`config.mk`:
```
export PLATFORM = sky130hd
export DESIGN_NAME = sa_load_seq_flat
export DESIGN_NICKNAME = d
export VERILOG_FILES = /design/src/rtl/sa_load_seq_if.sv /design/src/rtl/sa_load_seq.sv /design/src/flat_wrapper.sv
export SDC_FILE = /design/constraint.sdc
export NUM_CORES = 1
export LEC_CHECK = 0
export BUFFER_PORTS_ARGS = -buffer_cell sky130_fd_sc_hd__clkbuf_2
export CORE_MARGIN = 2
export CORE_UTILIZATION = 29
export CTS_BUF_LIST = sky130_fd_sc_hd__clkbuf_4
export DETAILED_ROUTE_END_ITERATION = 16
export PLACE_DENSITY = 0.48
export SLEW_MARGIN = 20
export SYNTH_ARGS = -nofsm -noshare
export SYNTH_HDL_FRONTEND = slang
export SYNTH_SLANG_ARGS = --single-unit
```
`constraint.sdc`:
```
create_clock -name clk -period 10.68 [get_ports clk]
set_clock_uncertainty 0.15 [all_clocks]
set_input_delay 2.136 -clock clk [delete_from_list [all_inputs] [get_ports clk]]
set_output_delay 2.136 -clock clk [all_outputs]
set_load 0.02 [all_outputs]
```
`src/rtl/sa_load_seq_if.sv`:
```
// -----------------------------------------------------------------------------
// sa_load_seq_if
// Handshake/control bundle between a run controller and the systolic-array
// load sequencer.
//   master : drives start/abort and the run configuration, observes status,
//            strobes and addresses.
//   slave  : the sequencer side (sa_load_seq).
// Signals:
//   start, abort            run control
//   img_size, ker_size      N and K edge lengths (SIZE_W)
//   num_ch                  channel count C (CH_W)
//   busy, done, cfg_err     run status
//   w_load, w_addr          weight strobe / address (ADDR_W)
//   i_load, i_addr          pixel strobe / address (ADDR_W)
//   ch_idx                  current channel
//   perf_cyc                busy-cycle counter, present only with SA_LOAD_PERF_EN
// -----------------------------------------------------------------------------
interface sa_load_seq_if #(
    parameter int ADDR_W = 16,
    parameter int SIZE_W = 8,
    parameter int CH_W   = 4
);
    logic              start;
    logic              abort;
    logic [SIZE_W-1:0] img_size;
    logic [SIZE_W-1:0] ker_size;
    logic [CH_W-1:0]   num_ch;
    logic              busy;
    logic              done;
    logic              cfg_err;
    logic              w_load;
    logic              i_load;
    logic [ADDR_W-1:0] w_addr;
    logic [ADDR_W-1:0] i_addr;
    logic [CH_W-1:0]   ch_idx;
`ifdef SA_LOAD_PERF_EN
    logic [31:0]       perf_cyc;
`endif

    modport master (
        output start, abort, img_size, ker_size, num_ch,
        input  busy, done, cfg_err, w_load, i_load, w_addr, i_addr, ch_idx
`ifdef SA_LOAD_PERF_EN
        , input perf_cyc
`endif
    );

    modport slave (
        input  start, abort, img_size, ker_size, num_ch,
        output busy, done, cfg_err, w_load, i_load, w_addr, i_addr, ch_idx
`ifdef SA_LOAD_PERF_EN
        , output perf_cyc
`endif
    );
endinterface

```
`src/rtl/sa_load_seq.sv`:
```
// -----------------------------------------------------------------------------
// sa_load_seq
// Start/done controlled load sequencer for the systolic conv array. For every
// channel it streams K*K weights (w_load/w_addr), waits GAP_CYC cycles, streams
// N*N pixels (i_load/i_addr) and then drains for DRAIN_CYC cycles.
// Ports:
//   clk     rising-edge clock
//   rst_n   asynchronous active-low reset
//   bus     sa_load_seq_if.slave (start/abort/config in, status/strobes out)
// Optional feature macro: SA_LOAD_PERF_EN adds bus.perf_cyc, a saturating
// count of busy cycles, cleared on an accepted start.
// A one-cycle SETUP state follows an accepted start: it holds the latched
// K*K / N*N squares (built by shift-add) before the first weight strobe, so
// a run lasts C*(K*K+GAP_CYC+N*N+DRAIN_CYC)+1 cycles from start to done.
// -----------------------------------------------------------------------------
module sa_load_seq #(
    parameter int ADDR_W    = 16,
    parameter int SIZE_W    = 8,
    parameter int CH_W      = 4,
    parameter int GAP_CYC   = 2,
    parameter int DRAIN_CYC = 4
) (
    input  logic          clk,
    input  logic          rst_n,
    sa_load_seq_if.slave  bus
);
    localparam int SQ_W = 2 * SIZE_W;

    typedef enum logic [2:0] {
        S_IDLE  = 3'd0,
        S_SETUP = 3'd1,
        S_WLD   = 3'd2,
        S_GAP   = 3'd3,
        S_ILD   = 3'd4,
        S_DRN   = 3'd5,
        S_DONE  = 3'd6
    } state_e;

    // Square of an edge length using shifted partial sums only.
    function automatic logic [SQ_W-1:0] sq_shift_add(input logic [SIZE_W-1:0] v);
        logic [SQ_W-1:0] acc;
        logic [SQ_W-1:0] ext;
        acc = '0;
        ext = {{SIZE_W{1'b0}}, v};
        for (int b = 0; b < SIZE_W; b++) begin
            if (v[b]) begin
                acc = acc + (ext << b);
            end else begin
                acc = acc;
            end
        end
        return acc;
    endfunction

    state_e            state_q, state_d;
    logic [SQ_W-1:0]   cnt_q, cnt_d;
    logic [SQ_W-1:0]   kk_q, kk_d;
    logic [SQ_W-1:0]   nn_q, nn_d;
    logic [CH_W-1:0]   c_q, c_d;
    logic [CH_W-1:0]   ch_idx_q, ch_idx_d;
    logic [ADDR_W-1:0] w_base_q, w_base_d;
    logic [ADDR_W-1:0] i_base_q, i_base_d;
    logic [ADDR_W-1:0] w_addr_q, w_addr_d;
    logic [ADDR_W-1:0] i_addr_q, i_addr_d;
    logic              w_load_q, w_load_d;
    logic              i_load_q, i_load_d;
    logic              busy_q, busy_d;
    logic              done_q, done_d;
    logic              cfg_err_q, cfg_err_d;
`ifdef SA_LOAD_PERF_EN
    logic [31:0]       perf_q, perf_d;
`endif

    logic cfg_bad_s;
    logic start_ok_s;
    logic abort_s;

    assign cfg_bad_s  = (bus.ker_size == '0) || (bus.img_size == '0) ||
                        (bus.num_ch == '0) || (bus.ker_size > bus.img_size);
    // abort outranks start in IDLE, so a simultaneous abort blocks the run
    assign start_ok_s = (state_q == S_IDLE) && bus.start && !bus.abort && !cfg_bad_s;
    // busy is high exactly in SETUP..DRN; DONE is not abortable
    assign abort_s    = busy_q && bus.abort;

    // Next-state and next-output computation for the whole sequencer.
    always_comb begin
        state_d   = state_q;
        cnt_d     = cnt_q;
        kk_d      = kk_q;
        nn_d      = nn_q;
        c_d       = c_q;
        ch_idx_d  = ch_idx_q;
        w_base_d  = w_base_q;
        i_base_d  = i_base_q;
        w_addr_d  = w_addr_q;
        i_addr_d  = i_addr_q;
        w_load_d  = w_load_q;
        i_load_d  = i_load_q;
        busy_d    = busy_q;
        done_d    = 1'b0;
        cfg_err_d = 1'b0;

        if (abort_s) begin
            // addresses deliberately keep their last value
            state_d  = S_IDLE;
            cnt_d    = '0;
            w_load_d = 1'b0;
            i_load_d = 1'b0;
            busy_d   = 1'b0;
            ch_idx_d = '0;
        end else begin
            case (state_q)
                S_IDLE: begin
                    if (start_ok_s) begin
                        state_d  = S_SETUP;
                        busy_d   = 1'b1;
                        kk_d     = sq_shift_add(bus.ker_size);
                        nn_d     = sq_shift_add(bus.img_size);
                        c_d      = bus.num_ch;
                        ch_idx_d = '0;
                        w_base_d = '0;
                        i_base_d = '0;
                        cnt_d    = '0;
                    end else if (bus.start && !bus.abort) begin
                        cfg_err_d = 1'b1;
                    end else begin
                        state_d = S_IDLE;
                    end
                end
                S_SETUP: begin
                    state_d  = S_WLD;
                    w_load_d = 1'b1;
                    w_addr_d = w_base_q;
                    cnt_d    = '0;
                end
                S_WLD: begin
                    if (cnt_q == kk_q - SQ_W'(1)) begin
                        state_d  = S_GAP;
                        cnt_d    = '0;
                        w_load_d = 1'b0;
                        w_base_d = w_base_q + ADDR_W'(kk_q);
                    end else begin
                        cnt_d    = cnt_q + SQ_W'(1);
                        w_addr_d = w_addr_q + ADDR_W'(1);
                    end
                end
                S_GAP: begin
                    if (cnt_q == SQ_W'(GAP_CYC - 1)) begin
                        state_d  = S_ILD;
                        cnt_d    = '0;
                        i_load_d = 1'b1;
                        i_addr_d = i_base_q;
                    end else begin
                        cnt_d = cnt_q + SQ_W'(1);
                    end
                end
                S_ILD: begin
                    if (cnt_q == nn_q - SQ_W'(1)) begin
                        state_d  = S_DRN;
                        cnt_d    = '0;
                        i_load_d = 1'b0;
                        i_base_d = i_base_q + ADDR_W'(nn_q);
                    end else begin
                        cnt_d    = cnt_q + SQ_W'(1);
                        i_addr_d = i_addr_q + ADDR_W'(1);
                    end
                end
                S_DRN: begin
                    if (cnt_q == SQ_W'(DRAIN_CYC - 1)) begin
                        cnt_d = '0;
                        if (ch_idx_q < c_q - CH_W'(1)) begin
                            state_d  = S_WLD;
                            ch_idx_d = ch_idx_q + CH_W'(1);
                            w_load_d = 1'b1;
                            w_addr_d = w_base_q;
                        end else begin
                            state_d = S_DONE;
                            done_d  = 1'b1;
                            busy_d  = 1'b0;
                        end
                    end else begin
                        cnt_d = cnt_q + SQ_W'(1);
                    end
                end
                S_DONE: begin
                    state_d = S_IDLE;
                end
                default: begin
                    state_d  = S_IDLE;
                    cnt_d    = '0;
                    w_load_d = 1'b0;
                    i_load_d = 1'b0;
                    busy_d   = 1'b0;
                    ch_idx_d = '0;
                end
            endcase
        end

`ifdef SA_LOAD_PERF_EN
        if (start_ok_s) begin
            perf_d = '0;
        end else if (busy_q && (perf_q != 32'hFFFF_FFFF)) begin
            perf_d = perf_q + 32'd1;
        end else begin
            perf_d = perf_q;
        end
`endif
    end

    // State and registered-output flops.
    always_ff @(posedge clk or negedge rst_n) begin
        if (!rst_n) begin
            state_q   <= S_IDLE;
            cnt_q     <= '0;
            kk_q      <= '0;
            nn_q      <= '0;
            c_q       <= '0;
            ch_idx_q  <= '0;
            w_base_q  <= '0;
            i_base_q  <= '0;
            w_addr_q  <= '0;
            i_addr_q  <= '0;
            w_load_q  <= 1'b0;
            i_load_q  <= 1'b0;
            busy_q    <= 1'b0;
            done_q    <= 1'b0;
            cfg_err_q <= 1'b0;
`ifdef SA_LOAD_PERF_EN
            perf_q    <= '0;
`endif
        end else begin
            state_q   <= state_d;
            cnt_q     <= cnt_d;
            kk_q      <= kk_d;
            nn_q      <= nn_d;
            c_q       <= c_d;
            ch_idx_q  <= ch_idx_d;
            w_base_q  <= w_base_d;
            i_base_q  <= i_base_d;
            w_addr_q  <= w_addr_d;
            i_addr_q  <= i_addr_d;
            w_load_q  <= w_load_d;
            i_load_q  <= i_load_d;
            busy_q    <= busy_d;
            done_q    <= done_d;
            cfg_err_q <= cfg_err_d;
`ifdef SA_LOAD_PERF_EN
            perf_q    <= perf_d;
`endif
        end
    end

    assign bus.busy    = busy_q;
    assign bus.done    = done_q;
    assign bus.cfg_err = cfg_err_q;
    assign bus.w_load  = w_load_q;
    assign bus.i_load  = i_load_q;
    assign bus.w_addr  = w_addr_q;
    assign bus.i_addr  = i_addr_q;
    assign bus.ch_idx  = ch_idx_q;
`ifdef SA_LOAD_PERF_EN
    assign bus.perf_cyc = perf_q;
`endif

endmodule

```
`src/flat_wrapper.sv`:
```
// flat-port wrapper written by rule: the top's interface ports become plain ports
module sa_load_seq_flat 
#(
    parameter int ADDR_W    = 16,
    parameter int SIZE_W    = 8,
    parameter int CH_W      = 4,
    parameter int GAP_CYC   = 2,
    parameter int DRAIN_CYC = 4
)
  (clk, rst_n, bus_start, bus_abort, bus_img_size, bus_ker_size, bus_num_ch, bus_busy, bus_done, bus_cfg_err, bus_w_load, bus_i_load, bus_w_addr, bus_i_addr, bus_ch_idx);
  sa_load_seq_if #(.ADDR_W(ADDR_W), .SIZE_W(SIZE_W), .CH_W(CH_W)) bus_i ();
  input  logic clk;
  input  logic rst_n;
  input wire logic [$bits(bus_i.start)-1:0] bus_start;
  input wire logic [$bits(bus_i.abort)-1:0] bus_abort;
  input wire logic [$bits(bus_i.img_size)-1:0] bus_img_size;
  input wire logic [$bits(bus_i.ker_size)-1:0] bus_ker_size;
  input wire logic [$bits(bus_i.num_ch)-1:0] bus_num_ch;
  output wire logic [$bits(bus_i.busy)-1:0] bus_busy;
  output wire logic [$bits(bus_i.done)-1:0] bus_done;
  output wire logic [$bits(bus_i.cfg_err)-1:0] bus_cfg_err;
  output wire logic [$bits(bus_i.w_load)-1:0] bus_w_load;
  output wire logic [$bits(bus_i.i_load)-1:0] bus_i_load;
  output wire logic [$bits(bus_i.w_addr)-1:0] bus_w_addr;
  output wire logic [$bits(bus_i.i_addr)-1:0] bus_i_addr;
  output wire logic [$bits(bus_i.ch_idx)-1:0] bus_ch_idx;
  assign bus_i.start = bus_start;
  assign bus_i.abort = bus_abort;
  assign bus_i.img_size = bus_img_size;
  assign bus_i.ker_size = bus_ker_size;
  assign bus_i.num_ch = bus_num_ch;
  assign bus_busy = bus_i.busy;
  assign bus_done = bus_i.done;
  assign bus_cfg_err = bus_i.cfg_err;
  assign bus_w_load = bus_i.w_load;
  assign bus_i_load = bus_i.i_load;
  assign bus_w_addr = bus_i.w_addr;
  assign bus_i_addr = bus_i.i_addr;
  assign bus_ch_idx = bus_i.ch_idx;
  sa_load_seq #(.ADDR_W(ADDR_W), .SIZE_W(SIZE_W), .CH_W(CH_W), .GAP_CYC(GAP_CYC), .DRAIN_CYC(DRAIN_CYC)) u_core (.clk(clk), .rst_n(rst_n), .bus(bus_i));
endmodule
```
==> results.toml, run 1 <==
[run_status]
outcome = "complete, no violations"

[sta]
post-route-period-util_pct = 95.9
setup_viol = 0
slew_headroom_pct = 26.9
tns_ps = 0
fmax_mhz = 97.6
worst_pin_slew_ps = 1090
fin_crit_ps = 10240
report.final.hold_viol_count = 0
drv_slew = 0
worst_slack_ps = 438

[placement]
io_buffers = 64
placed_cells = 2781
post-dp-hpwl_mm = 33.4
post-place-ws_ps = -632
gp_congestion = 0.866
post_dp_cell_area_um2 = 17400

[setup_path]
slowest_stage = "or3b_2"
reg2reg_depth = 11
crit_cells = 46
critPathMaxFanout = 4
path_buf_inv = 3
path_class = "in2reg"
cp-end-kind = "flip-flop"
worstSetupStartpointType = "input port"
cp.required_ps = 11010
worst_ep_arrival_time_ps = 10570
cp_slowest_stage_delay_ps = 470
crit_family = "compound AO/OA/AOI/OAI gates"
crit_top_cell = "ha_1"

[clock_network]
root_buffer = "clkbuf_4"
cts_tree = "yes"
ctsHoldBuffers = 0
clk_pin_slew_ps = 140
cts.sinks = 128
cts_buffers = 17
cts_htree_levels = 4
clk-insertion-delay-late_ps = 620
clockBufferDepth = 2

[pwr]
ir_worst_vdd_mv = 0.0992
p_total_mw = 4.22
p_leak_nw = 8.27
power_density_nw_per_um2 = 233

[routing]
drcViolationCount = 0
ant_nets = 0
drt_iter0_markers = 786
first_pass_iters = 5
routed_wirelength_mm = 43.5
wl_per_cell_um = 15.4
vias = 14700
vias_per_cell = 5.20

[logic_synthesis]
yosysWarnings = 0
async_flop_share_pct = 100
yosysUniqueCellTypes = 80
synth_edf_count = 0
syn_area_um2 = 14700
synth_cells = 1900
seq_area_frac_synth_pct = 21.7
synth.net_count = 2095
synth.avg_cell_area_um2 = 7.75
synth_top_flop_cell = "dfrtp_1"
ys_seq_elements = 128

[global_route]
antenna_found_initial = 1
grt_use_total_pct = 16.3
grt_pass1_vias = 14100
grt_pass1_wl_mm = 71.6
overflow = 0
grt_max_degree = 69

[floorplanning]
fp-row-count = 82
die-width_um = 229
start_util_pct = 29.4
design.core.area_um2 = 50200
ios = 65
dieHeight_um = 229
dieArea_um2 = 52600

[finish]
seqCellArea_um2 = 3200
syn_to_final_growth_pct = 22.6
finalNonFillerCells = 2825
drive_above_1_share_pct = 20.8
multi_input_area_um2 = 11100
layout_common_cells = "buf_4 (246), nand2_1 (162), ha_1 (149)"
num-fill-cells = 5204
final_nets = 2334
final_cell_area_um2 = 18100
final_common_cell = "buf_4"

[hold_path]
hold_depth = 2
hold_class = "reg2reg"

[job]
cap_violations = 0
cells in the mapped netlist, types with 14 or more instances:
cell | number | area [um2]
o22ai_1 | 15 | 93.8
nor3_1 | 57 | 285
a31oi_1 | 31 | 194
xor2_1 | 44 | 385
nor4_1 | 22 | 138
inv_1 | 102 | 383
a21oi_1 | 144 | 721
nand3_1 | 65 | 325
fa_1 | 14 | 280
or2_2 | 17 | 106
nand2b_1 | 27 | 169
a211oi_1 | 20 | 150
and3_1 | 25 | 156
o211ai_1 | 15 | 113
clkbuf_1 | 79 | 297
and2_1 | 16 | 100
mux2_2 | 15 | 169
xnor2_1 | 85 | 744
nor2b_1 | 31 | 194
a21o_1 | 43 | 323
nand4_1 | 20 | 125
o31ai_1 | 27 | 203
o21ai_0 | 156 | 781
dfrtp_1 | 128 | 3200
nand2_1 | 162 | 608
nor2_1 | 144 | 541
or3_1 | 19 | 119
mux2i_1 | 26 | 260
ha_1 | 157 | 1960
o21a_1 | 21 | 158
flip-flops by register name (all words and copies together) (netlist names), 3 cells and up:
signal and flops:
u_core.nn_q 16, u_core.bus.i_addr 16, u_core.bus.ch_idx 4, u_core.i_base_q 16, u_core.state_q 3, u_core.kk_q 16
u_core.bus.w_addr 16, u_core.c_q 4, u_core.cnt_q 16, u_core.w_base_q 16
report_power, final:
| group | switching, mW | internal [mW] | leakage [nW] |
|---|---|---|---|
| Sequential | 0.280 | 0.637 | 1.68 |
| Clock | 0.214 | 0.165 | 0.157 |
| Combinational | 1.49 | 1.43 | 6.43 |
kinds of logic (layout without fill, tap and decap cells):
logic type      Yosys count  count (layout)  synth area share, %
simple gates            645             645                 21.8
compound gates          590             590                 25.6
buf+inv                 196             448                 5.03
fa+ha+maj               171             171                 15.2
xor+xnor                129             129                 7.67
flops                   128             128                 21.7
mux                      41              41                 2.91
other cells               0               1                    0
tightest hold or removal path: stages (launching register included):
cell and delay [ps]:
dfrtp_1 390, nand2_1 60, nand2_1 60
layout make-up:
| class | count | share of cell area [%] |
|---|---|---|
| multi-input combinational | 1576 | 61.7 |
| tap | 672 | 4.65 |
| inverter | 106 | 2.20 |
| antenna | 1 | 0.0138 |
| timing repair buffer | 310 | 12.0 |
| sequential | 128 | 17.7 |
| clock inverter | 15 | 1.01 |
| clock buffer | 17 | 0.706 |
through the flow:
stage,util (%),hold WS (ps)
3_3_place_gp,34.6,329
3_5_place_dp,34.6,335
2_1_floorplan,-,317
5_1_grt,36.0,410
4_1_cts,35.2,368
6_report,36.0,373
final timing paths:
kind	slack (ps)	from	to
max in group asynchronous	7770	rst_n	u_core.nn_q[14]
setup / recovery	440	bus_img_size[0]	u_core.nn_q[14]
setup reg to reg	6600	u_core.nn_q[0]	u_core.i_base_q[3]
hold / removal	370	u_core.c_q[3]	u_core.c_q[3]
hold reg to reg	370	u_core.c_q[3]	u_core.c_q[3]
min in group asynchronous	1330	rst_n	u_core.bus.w_addr[6]
routing by layer:
layer  global-route usage [%]  routed length (um)  vias up
met5                        0                   0        -
met4                     4.10                 566        0
met3                     2.09                1060       42
met2                     27.4               20300      178
met1                     22.0               21600     7013
li1                         -                   -     7456
timing repair:
| item | in CTS | in global routing |
|---|---|---|
| setup endpoints to repair | 0 | 9 |
| buffers inserted | 0 | 11 |
| gates resized for setup | 0 | 69 |
| hold endpoints to repair | 0 | 0 |
(Power assumes the default switching activity.)
==> run 2, diff against run 1 <==
Settings changed: BUFFER_PORTS_ARGS -buffer_cell sky130_fd_sc_hd__clkbuf_2 to default, DONT_BUFFER_PORTS from default to 1, PLACE_DENSITY 0.48 to 0.47.
==> results.toml, run 2 (same netlist as run 1, synthesis figures left out) <==
[sta]
slew_headroom_pct = 31.0
drv_slew = 0
setup_viol = 0
post-route-period-util_pct = 94.4
rsz0062_at_grt = "yes"
fmax_mhz = 99.2
report.final.hold_viol_count = 0
worst_pin_slew_ps = 1010
hold_ws_ps = 364
tns_ps = 0
fin_crit_ps = 10080

[setup_path]
slowest_stage = "or3_1"
worst_ep_arrival_time_ps = 10430
path_buf_inv = 3
reg2reg_slack_ps = 6640
reg2reg_depth = 11
reg2reg_to = "u_core.i_base_q[2]"
crit_family = "compound AO/OA/AOI/OAI gates"
cp_slowest_stage_delay_ps = 380
critPathMaxFanout = 23
worstSetupStartpointType = "input port"
cp-end-kind = "flip-flop"
timing.rr.start = "u_core.nn_q[0]"
cp.required_ps = 11030
path_class = "in2reg"

[floorplanning]
ios = 65
design.core.area_um2 = 50200
dieArea_um2 = 52600
start_util_pct = 29.4
die-width_um = 229
dieHeight_um = 229
fp-row-count = 82

[clock_network]
ctsHoldBuffers = 0
root_buffer = "clkbuf_4"
clockBufferDepth = 2
cts_tree = "yes"
clk_pin_slew_ps = 130
clk-insertion-delay-late_ps = 620
cts_buffers = 17
cts_htree_levels = 4
cts.sinks = 128

[finish]
syn_to_final_growth_pct = 14.6
final_cell_area_um2 = 16900
final_common_cell = "nand2_1"
drive_above_1_share_pct = 13.4
num-fill-cells = 5320
layout_common_cells = "nand2_1 (162), buf_4 (156), ha_1 (153)"
multi_input_area_um2 = 11000
final_nets = 2180
seqCellArea_um2 = 3200

[routing]
routed_wirelength_mm = 42.7
ant_nets = 0
drt_iter0_markers = 706
vias_per_cell = 5.25
first_pass_iters = 5
drcViolationCount = 0
vias = 14000
wl_per_cell_um = 16.0

[placement]
post-dp-hpwl_mm = 32.4
gp_congestion = 0.817
post_dp_cell_area_um2 = 16400
io_buffers = 0

[global_route]
overflow = 0
grt_pass1_wl_mm = 70.0
grt_max_degree = 129
grt_pass1_vias = 13400
antenna_found_initial = 1
grt_use_total_pct = 16.0

[hold_path]
hold_start = "u_core.c_q[3]"
hold_class = "reg2reg"
min_to = "u_core.c_q[3]"
hold_depth = 2

[pwr]
ir_worst_vdd_mv = 0.0727
p_total_mw = 3.95
power_density_nw_per_um2 = 234
p_leak_nw = 7.52

[run_status]
outcome = "complete, no violations"

[job]
cap_violations = 0
run 2: changes by cell type in the layout (fill, tap and decap cells not counted), moves of 4 or more:
| cell | previous run | this run |
|---|---|---|
| a21oi_1 | 128 | 136 |
| a21oi_2 | 16 | 8 |
| buf_4 | 246 | 156 |
| clkbuf_2 | 63 | 0 |
| ha_1 | 149 | 153 |
| ha_4 | 8 | 4 |
run 2: timing repair:
action / in CTS / in global routing
setup endpoints to repair: 0 / 7
resized for setup: 0 / 37
setup buffers: 0 / 6
run 2: through the flow:
stage / util, % / cells / worst slack, ps
3_3_place_gp: 32.7 / 2632 / -396
6_report: 33.6 / 2671 / 597
4_1_cts: 33.3 / 2664 / 219
3_5_place_dp: 32.7 / 2632 / -420
2_1_floorplan: - / 1900 / 3.93
5_1_grt: 33.6 / 2671 / 1.22
run 2: metal layers:
| layer | global-route usage [%] | part of all wire, % |
|---|---|---|
| met4 | 4.18 | 1.4 |
| met3 | 1.98 | 2.8 |
| met2 | 26.4 | 45 |
| met5 | 0 | 0 |
| met1 | 22.1 | 50 |
run 2: layout make-up:
class	instances	area share (%)
clock inverters	15	0.941
well taps	672	4.98
diodes	1	0.0148
flip-flops and latches	128	19.0
inverters	106	2.36
clock buffers	17	0.756
repair buffers	156	6.94
multi-input cells	1576	65.0
run 2: worst max path at each step:
| stage | startpoint | endpoint | slack, ps | cells after the start |
|---|---|---|---|---|
| detailed placement | bus_img_size[0] | u_core.nn_q[14] | -420 | 43 |
| finish | bus_img_size[0] | u_core.nn_q[13] | 600 | 45 |
| global route | bus_img_size[0] | u_core.nn_q[14] | 1 | 47 |
| global placement | bus_img_size[0] | u_core.nn_q[14] | -400 | 43 |
| floorplan | bus_img_size[2] | u_core.nn_q[14] | 4 | 46 |
| CTS | bus_img_size[0] | u_core.nn_q[14] | 220 | 43 |
run 2: power breakdown:
part / switching [mW] / internal (mW)
Clock: 0.213 / 0.141
Combinational: 1.34 / 1.26
Sequential: 0.355 / 0.636
Total: 1.91 / 2.04
run 2: worst register-to-register path, stage by stage (launching register included):
cell and delay [ps]:
dfrtp_1 490, inv_1 120, ha_1 200, or3b_2 510, nor4_1 330, xnor2_1 170, nand4_1 130, nor4_2 470
nand4_1 260, a2111oi_4 400, buf_4 330, mux2_2 370
